**config.mk**
```make
export PLATFORM = sky130hd
export DESIGN_NAME = uart_cmd_ctrl
export DESIGN_NICKNAME = d
export VERILOG_FILES = /design/src/rtl/uart_cmd_ctrl.sv
export SDC_FILE = /design/constraint.sdc
export NUM_CORES = 1
export LEC_CHECK = 0
export ABC_AREA = 1
export BUFFER_PORTS_ARGS = -buffer_cell sky130_fd_sc_hd__buf_2
export CELL_PAD_IN_SITES_DETAIL_PLACEMENT = 1
export CELL_PAD_IN_SITES_GLOBAL_PLACEMENT = 1
export CORE_MARGIN = 2
export CORE_UTILIZATION = 47
export CTS_CLUSTER_DIAMETER = 80
export DETAILED_ROUTE_END_ITERATION = 16
export PLACE_DENSITY = 0.86
export SLEW_MARGIN = 10
export SYNTH_ARGS = -nofsm -noshare
export SYNTH_HDL_FRONTEND = slang
export SYNTH_SLANG_ARGS = --single-unit
```
**constraint.sdc**
```tcl
create_clock -name clk_in -period 3.4 [get_ports clk_in]
set_input_delay 0.17 -clock clk_in [delete_from_list [all_inputs] [get_ports clk_in]]
set_output_delay 0.17 -clock clk_in [all_outputs]
set_load 0.01 [all_outputs]
```
**src/rtl/uart_cmd_ctrl.sv**
```systemverilog
// -----------------------------------------------------------------------------
// uart_cmd_ctrl
//
// Frame parser and sequencer that sits between an 8N1 UART byte receiver and
// the PID configuration register file. A host sends 5-byte frames
//   SYNC, ADDR, DATA_HI, DATA_LO, CSUM
// and each valid frame produces a single-cycle register write. CSUM is the
// XOR of ADDR, DATA_HI and DATA_LO. A bad checksum, an out-of-range address
// or an inter-byte timeout rejects the frame. A rejected frame pulses
// frame_err and bumps a saturating error counter.
//
// Parameters
//   SYNC_BYTE    frame start marker
//   NUM_REGS     number of writable registers (valid ADDR is 0..NUM_REGS-1)
//   TIMEOUT_CYC  max clk_in cycles allowed between accepted bytes in a frame
//
// Ports
//   clk_in       in   1   system clock
//   reset        in   1   asynchronous, active-high reset
//   rx_byte      in   8   received byte, valid while rx_rdy is high
//   rx_rdy       in   1   receiver ready level (may be high for many cycles)
//   cfg_wr_en    out  1   one-cycle register write strobe
//   cfg_addr     out  8   write address, held until the next write
//   cfg_wr_data  out  16  write data {DATA_HI, DATA_LO}, held until next write
//   frame_err    out  1   one-cycle pulse on a rejected frame
//   err_cnt      out  8   rejected-frame count, saturates at 8'hFF
//   busy         out  1   high whenever the parser is not idle
// -----------------------------------------------------------------------------
module uart_cmd_ctrl #(
  parameter logic [7:0]  SYNC_BYTE   = 8'hA5,
  parameter int unsigned NUM_REGS    = 4,
  parameter logic [15:0] TIMEOUT_CYC = 16'd50000
) (
  input  logic        clk_in,
  input  logic        reset,
  input  logic [7:0]  rx_byte,
  input  logic        rx_rdy,
  output logic        cfg_wr_en,
  output logic [7:0]  cfg_addr,
  output logic [15:0] cfg_wr_data,
  output logic        frame_err,
  output logic [7:0]  err_cnt,
  output logic        busy
);

  typedef enum logic [2:0] {
    S_IDLE,
    S_ADDR,
    S_DHI,
    S_DLO,
    S_CSUM,
    S_WRITE
  } state_t;

  state_t      state;
  state_t      state_nxt;
  logic        rx_rdy_q;
  logic        accept;
  logic [7:0]  addr_r;
  logic [7:0]  hi_r;
  logic [7:0]  lo_r;
  logic [7:0]  csum_r;
  logic [15:0] tmo_cnt;
  logic        in_frame;
  logic        timeout;
  logic        addr_ok;
  logic        err_evt;
  logic        write_go;

  // Rising edge of the ready level marks one new byte. rx_rdy_q comes out of
  // reset high so a level that is already high at release is not a byte.
  // NOTE: sequential state uses non-blocking assignments so every register
  // samples pre-edge values regardless of process ordering.
  always_ff @(posedge clk_in or posedge reset) begin
    if (reset) rx_rdy_q <= 1'b1;
    else       rx_rdy_q <= rx_rdy;
  end

  assign accept   = rx_rdy & ~rx_rdy_q;
  assign in_frame = (state == S_ADDR) || (state == S_DHI) ||
                    (state == S_DLO)  || (state == S_CSUM);
  assign timeout  = in_frame && (tmo_cnt == TIMEOUT_CYC);
  assign addr_ok  = (32'(addr_r) < NUM_REGS);
  assign busy     = (state != S_IDLE);
  assign cfg_wr_en = (state == S_WRITE);

  // State register
  always_ff @(posedge clk_in or posedge reset) begin
    if (reset) state <= S_IDLE;
    else       state <= state_nxt;
  end

  // Next-state logic. Inside a frame an accept always takes priority over a
  // timeout landing in the same cycle.
  // NOTE: every output of this block gets a default first so no path can
  // leave a value unassigned and infer a latch.
  always_comb begin
    state_nxt = state;
    err_evt   = 1'b0;
    write_go  = 1'b0;
    unique case (state)
      S_IDLE: begin
        if (accept && (rx_byte == SYNC_BYTE)) state_nxt = S_ADDR;
      end
      S_ADDR: begin
        if (accept)       state_nxt = S_DHI;
        else if (timeout) begin state_nxt = S_IDLE; err_evt = 1'b1; end
      end
      S_DHI: begin
        if (accept)       state_nxt = S_DLO;
        else if (timeout) begin state_nxt = S_IDLE; err_evt = 1'b1; end
      end
      S_DLO: begin
        if (accept)       state_nxt = S_CSUM;
        else if (timeout) begin state_nxt = S_IDLE; err_evt = 1'b1; end
      end
      S_CSUM: begin
        if (accept) begin
          if ((rx_byte == csum_r) && addr_ok) begin
            state_nxt = S_WRITE;
            write_go  = 1'b1;
          end else begin
            state_nxt = S_IDLE;
            err_evt   = 1'b1;
          end
        end else if (timeout) begin
          state_nxt = S_IDLE;
          err_evt   = 1'b1;
        end
      end
      // An accept landing in the write cycle is intentionally dropped.
      S_WRITE: state_nxt = S_IDLE;
      default: state_nxt = S_IDLE;
    endcase
  end

  // Frame field capture and running checksum (SYNC is not part of the sum).
  always_ff @(posedge clk_in or posedge reset) begin
    if (reset) begin
      addr_r <= '0;
      hi_r   <= '0;
      lo_r   <= '0;
      csum_r <= '0;
    end else if (accept) begin
      case (state)
        S_ADDR: begin addr_r <= rx_byte; csum_r <= rx_byte;          end
        S_DHI:  begin hi_r   <= rx_byte; csum_r <= csum_r ^ rx_byte; end
        S_DLO:  begin lo_r   <= rx_byte; csum_r <= csum_r ^ rx_byte; end
        default: ;
      endcase
    end
  end

  // Inter-byte timeout counter: runs only while a frame is open, clears on
  // every accept, and parks at the limit for the single cycle it is seen.
  always_ff @(posedge clk_in or posedge reset) begin
    if (reset)                   tmo_cnt <= '0;
    else if (accept || !in_frame) tmo_cnt <= '0;
    else if (!timeout)           tmo_cnt <= tmo_cnt + 16'd1;
  end

  // Write outputs load as the frame is approved, so they are valid in the
  // strobe cycle and hold until the next successful frame.
  always_ff @(posedge clk_in or posedge reset) begin
    if (reset) begin
      cfg_addr    <= '0;
      cfg_wr_data <= '0;
    end else if (write_go) begin
      cfg_addr    <= addr_r;
      cfg_wr_data <= {hi_r, lo_r};
    end
  end

  // Error pulse and saturating diagnostic counter.
  always_ff @(posedge clk_in or posedge reset) begin
    if (reset) begin
      frame_err <= 1'b0;
      err_cnt   <= '0;
    end else begin
      frame_err <= err_evt;
      if (err_evt && (err_cnt != 8'hFF)) err_cnt <= err_cnt + 8'd1;
    end
  end

endmodule

```
==> results.sh <==
export IMPL_outcome="finished, violations left"
export IMPL_violations="hold timing"
export IMPL_grtUsageMet3_pct=4.27
export IMPL_area_delta_synth_final_pct=14.1
export IMPL_crit_path_start_kind="flop"
export IMPL_vias=3187
export IMPL_cts_path_max_buffers=2
export IMPL_fp_dieH_microns=95.6
export IMPL_synth_compound_area_share_pct=6.05
export IMPL_layout_drive_gt1_share_pct=18.7
export IMPL_syn_avg_cell_area_sq_um=8.53
export IMPL_drtPass1Iterations=4
export IMPL_synthMuxAreaShare_pct=0
export IMPL_ys_async_sr_fraction_pct=100
export IMPL_gr_usage_met2_pct=37.8
export IMPL_power_mw=2.70
export IMPL_hold_violations=4
export IMPL_path_max_fanout=10
export IMPL_hold_slack_ps=-5.67
export IMPL_clk_pin_slew_ps=100
export IMPL_synth_area_leaders="dfrtp_1, nand2_1, nor2_1"
export IMPL_final_common_cell="nand2_1"
export IMPL_path_buf_inv=1
export IMPL_yosysWarnings=0
export IMPL_worstSetupPathType="flop to flop"
export IMPL_start_util_pct=48.3
export IMPL_cts_htree_levels=3
export IMPL_hpwl_microns=6690
export IMPL_finalNetCount=529
export IMPL_crit_path_top_delay_cell="dfrtp_1"
export IMPL_viasPerCell=5.10
export IMPL_cts_buffers=9
export IMPL_crit_chain="inv_1, ha_1, nand3_1, nor2_1, nand4_2, nand2_4, nand2_2, nand2_1, nand2_1"
export IMPL_synth_edf_count=0
export IMPL_route_detailed_drc=0
export IMPL_synth_cell_types=33
export IMPL_arrival_ps=2030
export IMPL_n_fill_cell=1011
export IMPL_dieArea_sq_um=9150
export IMPL_worst_slew_pin_slew_ps=1010
export IMPL_finalSetupViolations=0
export IMPL_grt_start_max_net_pins=60
export IMPL_synth_area_sq_um=3950
export IMPL_slew_violations=0
export IMPL_grt_use_met1_pct=29.9
export IMPL_critPathMaxStageDelay_ps=420
export IMPL_antenna_left=0
export IMPL_irDropWorstVdd_v=0.000306
export IMPL_track_usage_pct=22.5
export IMPL_power_density_nw_per_um2=600
export IMPL_synthAdderAreaFrac_pct=0.951
export IMPL_wire_per_inst_microns=15.0
export IMPL_grt_pass1_vias=3323
export IMPL_period_needed_ps=1780
export IMPL_synth_cells=463
export IMPL_dominantRegCellSynth="dfrtp_1"
export IMPL_syn_nets=477
export IMPL_synth_seq_cells=85
export IMPL_cts_tree="done"
export IMPL_cp_end_kind="flop"
export IMPL_yosys_area_share_simple_pct=28.8
export IMPL_synthXorXnorAreaFrac_pct=4.44
export IMPL_gr_total_overflow=0
export IMPL_rsz0062_at_grt="no"
export IMPL_row_count=33
export IMPL_worstSkewPairLatency_ps=360
export IMPL_instances_no_fill=625
export IMPL_max_freq_mhz=562
export IMPL_layout_common_cells="nand2_1, dfrtp_1, buf_2"
export IMPL_yosys_area_top_type="dfrtp_1"
export IMPL_antenna_found_initial=0
export IMPL_place_ws_ps=1640
export IMPL_synth_top_family_by_area="simple AND/OR/NAND/NOR gates"
export IMPL_crit_family="simple AND/OR/NAND/NOR gates"
export IMPL_dpl_cell_count=608
export IMPL_finalCritPeriodShare_pct=52.4
export IMPL_timing_critical_path_mode_cell="nand2_1"
export IMPL_gp_congestion=0.828
export IMPL_die_w_microns=95.6
export IMPL_fin_skew_ps=14.4
export IMPL_cts_root_buf="clkbuf_8"
export IMPL_cts_sinks=85
export IMPL_drt_iter0_drc=122
export IMPL_cellLeakagePower_nw=2.32
export IMPL_synth_top_area_share_pct=53.2
export IMPL_ff_latch_area_sq_um=2130
export IMPL_crit_required_ps=3650
export IMPL_cts_resized=0
export IMPL_drv_cap=0
export IMPL_diodes=0
export IMPL_multiInputGateArea_sq_um=1590
export IMPL_io_pins=46
export IMPL_ys_seq_area_share_pct=53.9
export IMPL_slew_headroom_pct=32.8
export IMPL_grt_pass1_wl_microns=15900
export IMPL_tns_ps=0
export IMPL_port_buffers=45
export IMPL_hold_path_class="primary input to async pin"
export IMPL_top_usage_layer="met2"
export IMPL_wl_microns=9360
export IMPL_design_core_area_sq_um=8180
export IMPL_fin_ws_ps=1620
## where the power goes
| part | total [mW] | switching, mW | internal, mW |
|---|---|---|---|
| combinational | 0.574 | 0.366 | 0.208 |
| clock | 0.766 | 0.409 | 0.357 |
| sequential | 1.36 | 0.146 | 1.21 |
| total | 2.70 | 0.921 | 1.78 |
## per-layer routing
layer | wire length (microns) | vias to the layer above
met5 | 0 | -
li1 | - | 1560
met4 | 82 | 0
met3 | 227 | 8
met2 | 4810 | 38
met1 | 4250 | 1581
## synth_stat cells (all sizes together), types with 3 or more instances
library cell / count
clkbuf: 3
nor3: 7
nand4: 6
buf: 5
a21oi: 5
dfrtp: 84
o21ai: 32
ha: 3
xor2: 18
inv: 48
nand2: 157
nand3: 30
nor2: 53
## what timing repair did
action / 4_1_cts / 5_1_grt
endpoints found under the hold margin: 1 / 0
buffers inserted: 0 / 0
hold buffers: 1 / 0
## layout make-up
type | instances | share of cell area [%]
sequential | 85 | 47.3
clock inverter | 7 | 2.03
timing repair buffer | 49 | 5.72
inverter | 48 | 4.03
tap | 105 | 2.92
clock buffer | 9 | 2.75
multi-input combinational | 322 | 35.3
## registers in the layout, summed over array words and instances (netlist names)
signal and flops:
csum_r 8, cfg_addr 8, addr_r 8, err_cnt 8
hi_r 8, frame_err 1, lo_r 8, state 3
tmo_cnt 16, rx_rdy_q 1, cfg_wr_data 16
## logic make-up after synthesis
kind of cell,Yosys count
AND/OR/NAND/NOR,255
flip-flops,85
buffers and inverters,56
AO/OA/AOI/OAI,44
XOR/XNOR,20
adder cells (fa/ha/maj),3
## final timing paths
check                                            from                    endpoint  slack, ps  cells past startpoint
setup / recovery               tmo_cnt[0]$_DFFE_PP0P_      err_cnt[0]$_DFFE_PP0P_       1620                      9
setup reg to reg               tmo_cnt[0]$_DFFE_PP0P_      err_cnt[0]$_DFFE_PP0P_       1620                      9
hold reg to reg            cfg_wr_data[1]$_DFFE_PP0P_  cfg_wr_data[1]$_DFFE_PP0P_        480                      2
min in group clk_in                        rx_byte[0]       csum_r[0]$_DFFE_PP0P_         90                      3
max in group asynchronous                       reset          rx_rdy_q$_DFF_PP1_       2540                      3
hold / removal                                  reset      err_cnt[4]$_DFFE_PP0P_         -6                      2
## metrics by stage
| step | cell area, sq um | hold slack, ps | utilization (%) |
|---|---|---|---|
| global placement | 4280 | 298 | 52.3 |
| detailed placement | 4280 | 300 | 52.3 |
| finish | 4500 | -5.67 | 55.1 |
| floorplan | 3950 | 174 | - |
| global route | 4500 | 75.6 | 55.1 |
| CTS | 4500 | 35.3 | 55.1 |
No activity file was read; power rests on OpenSTA's default activity.
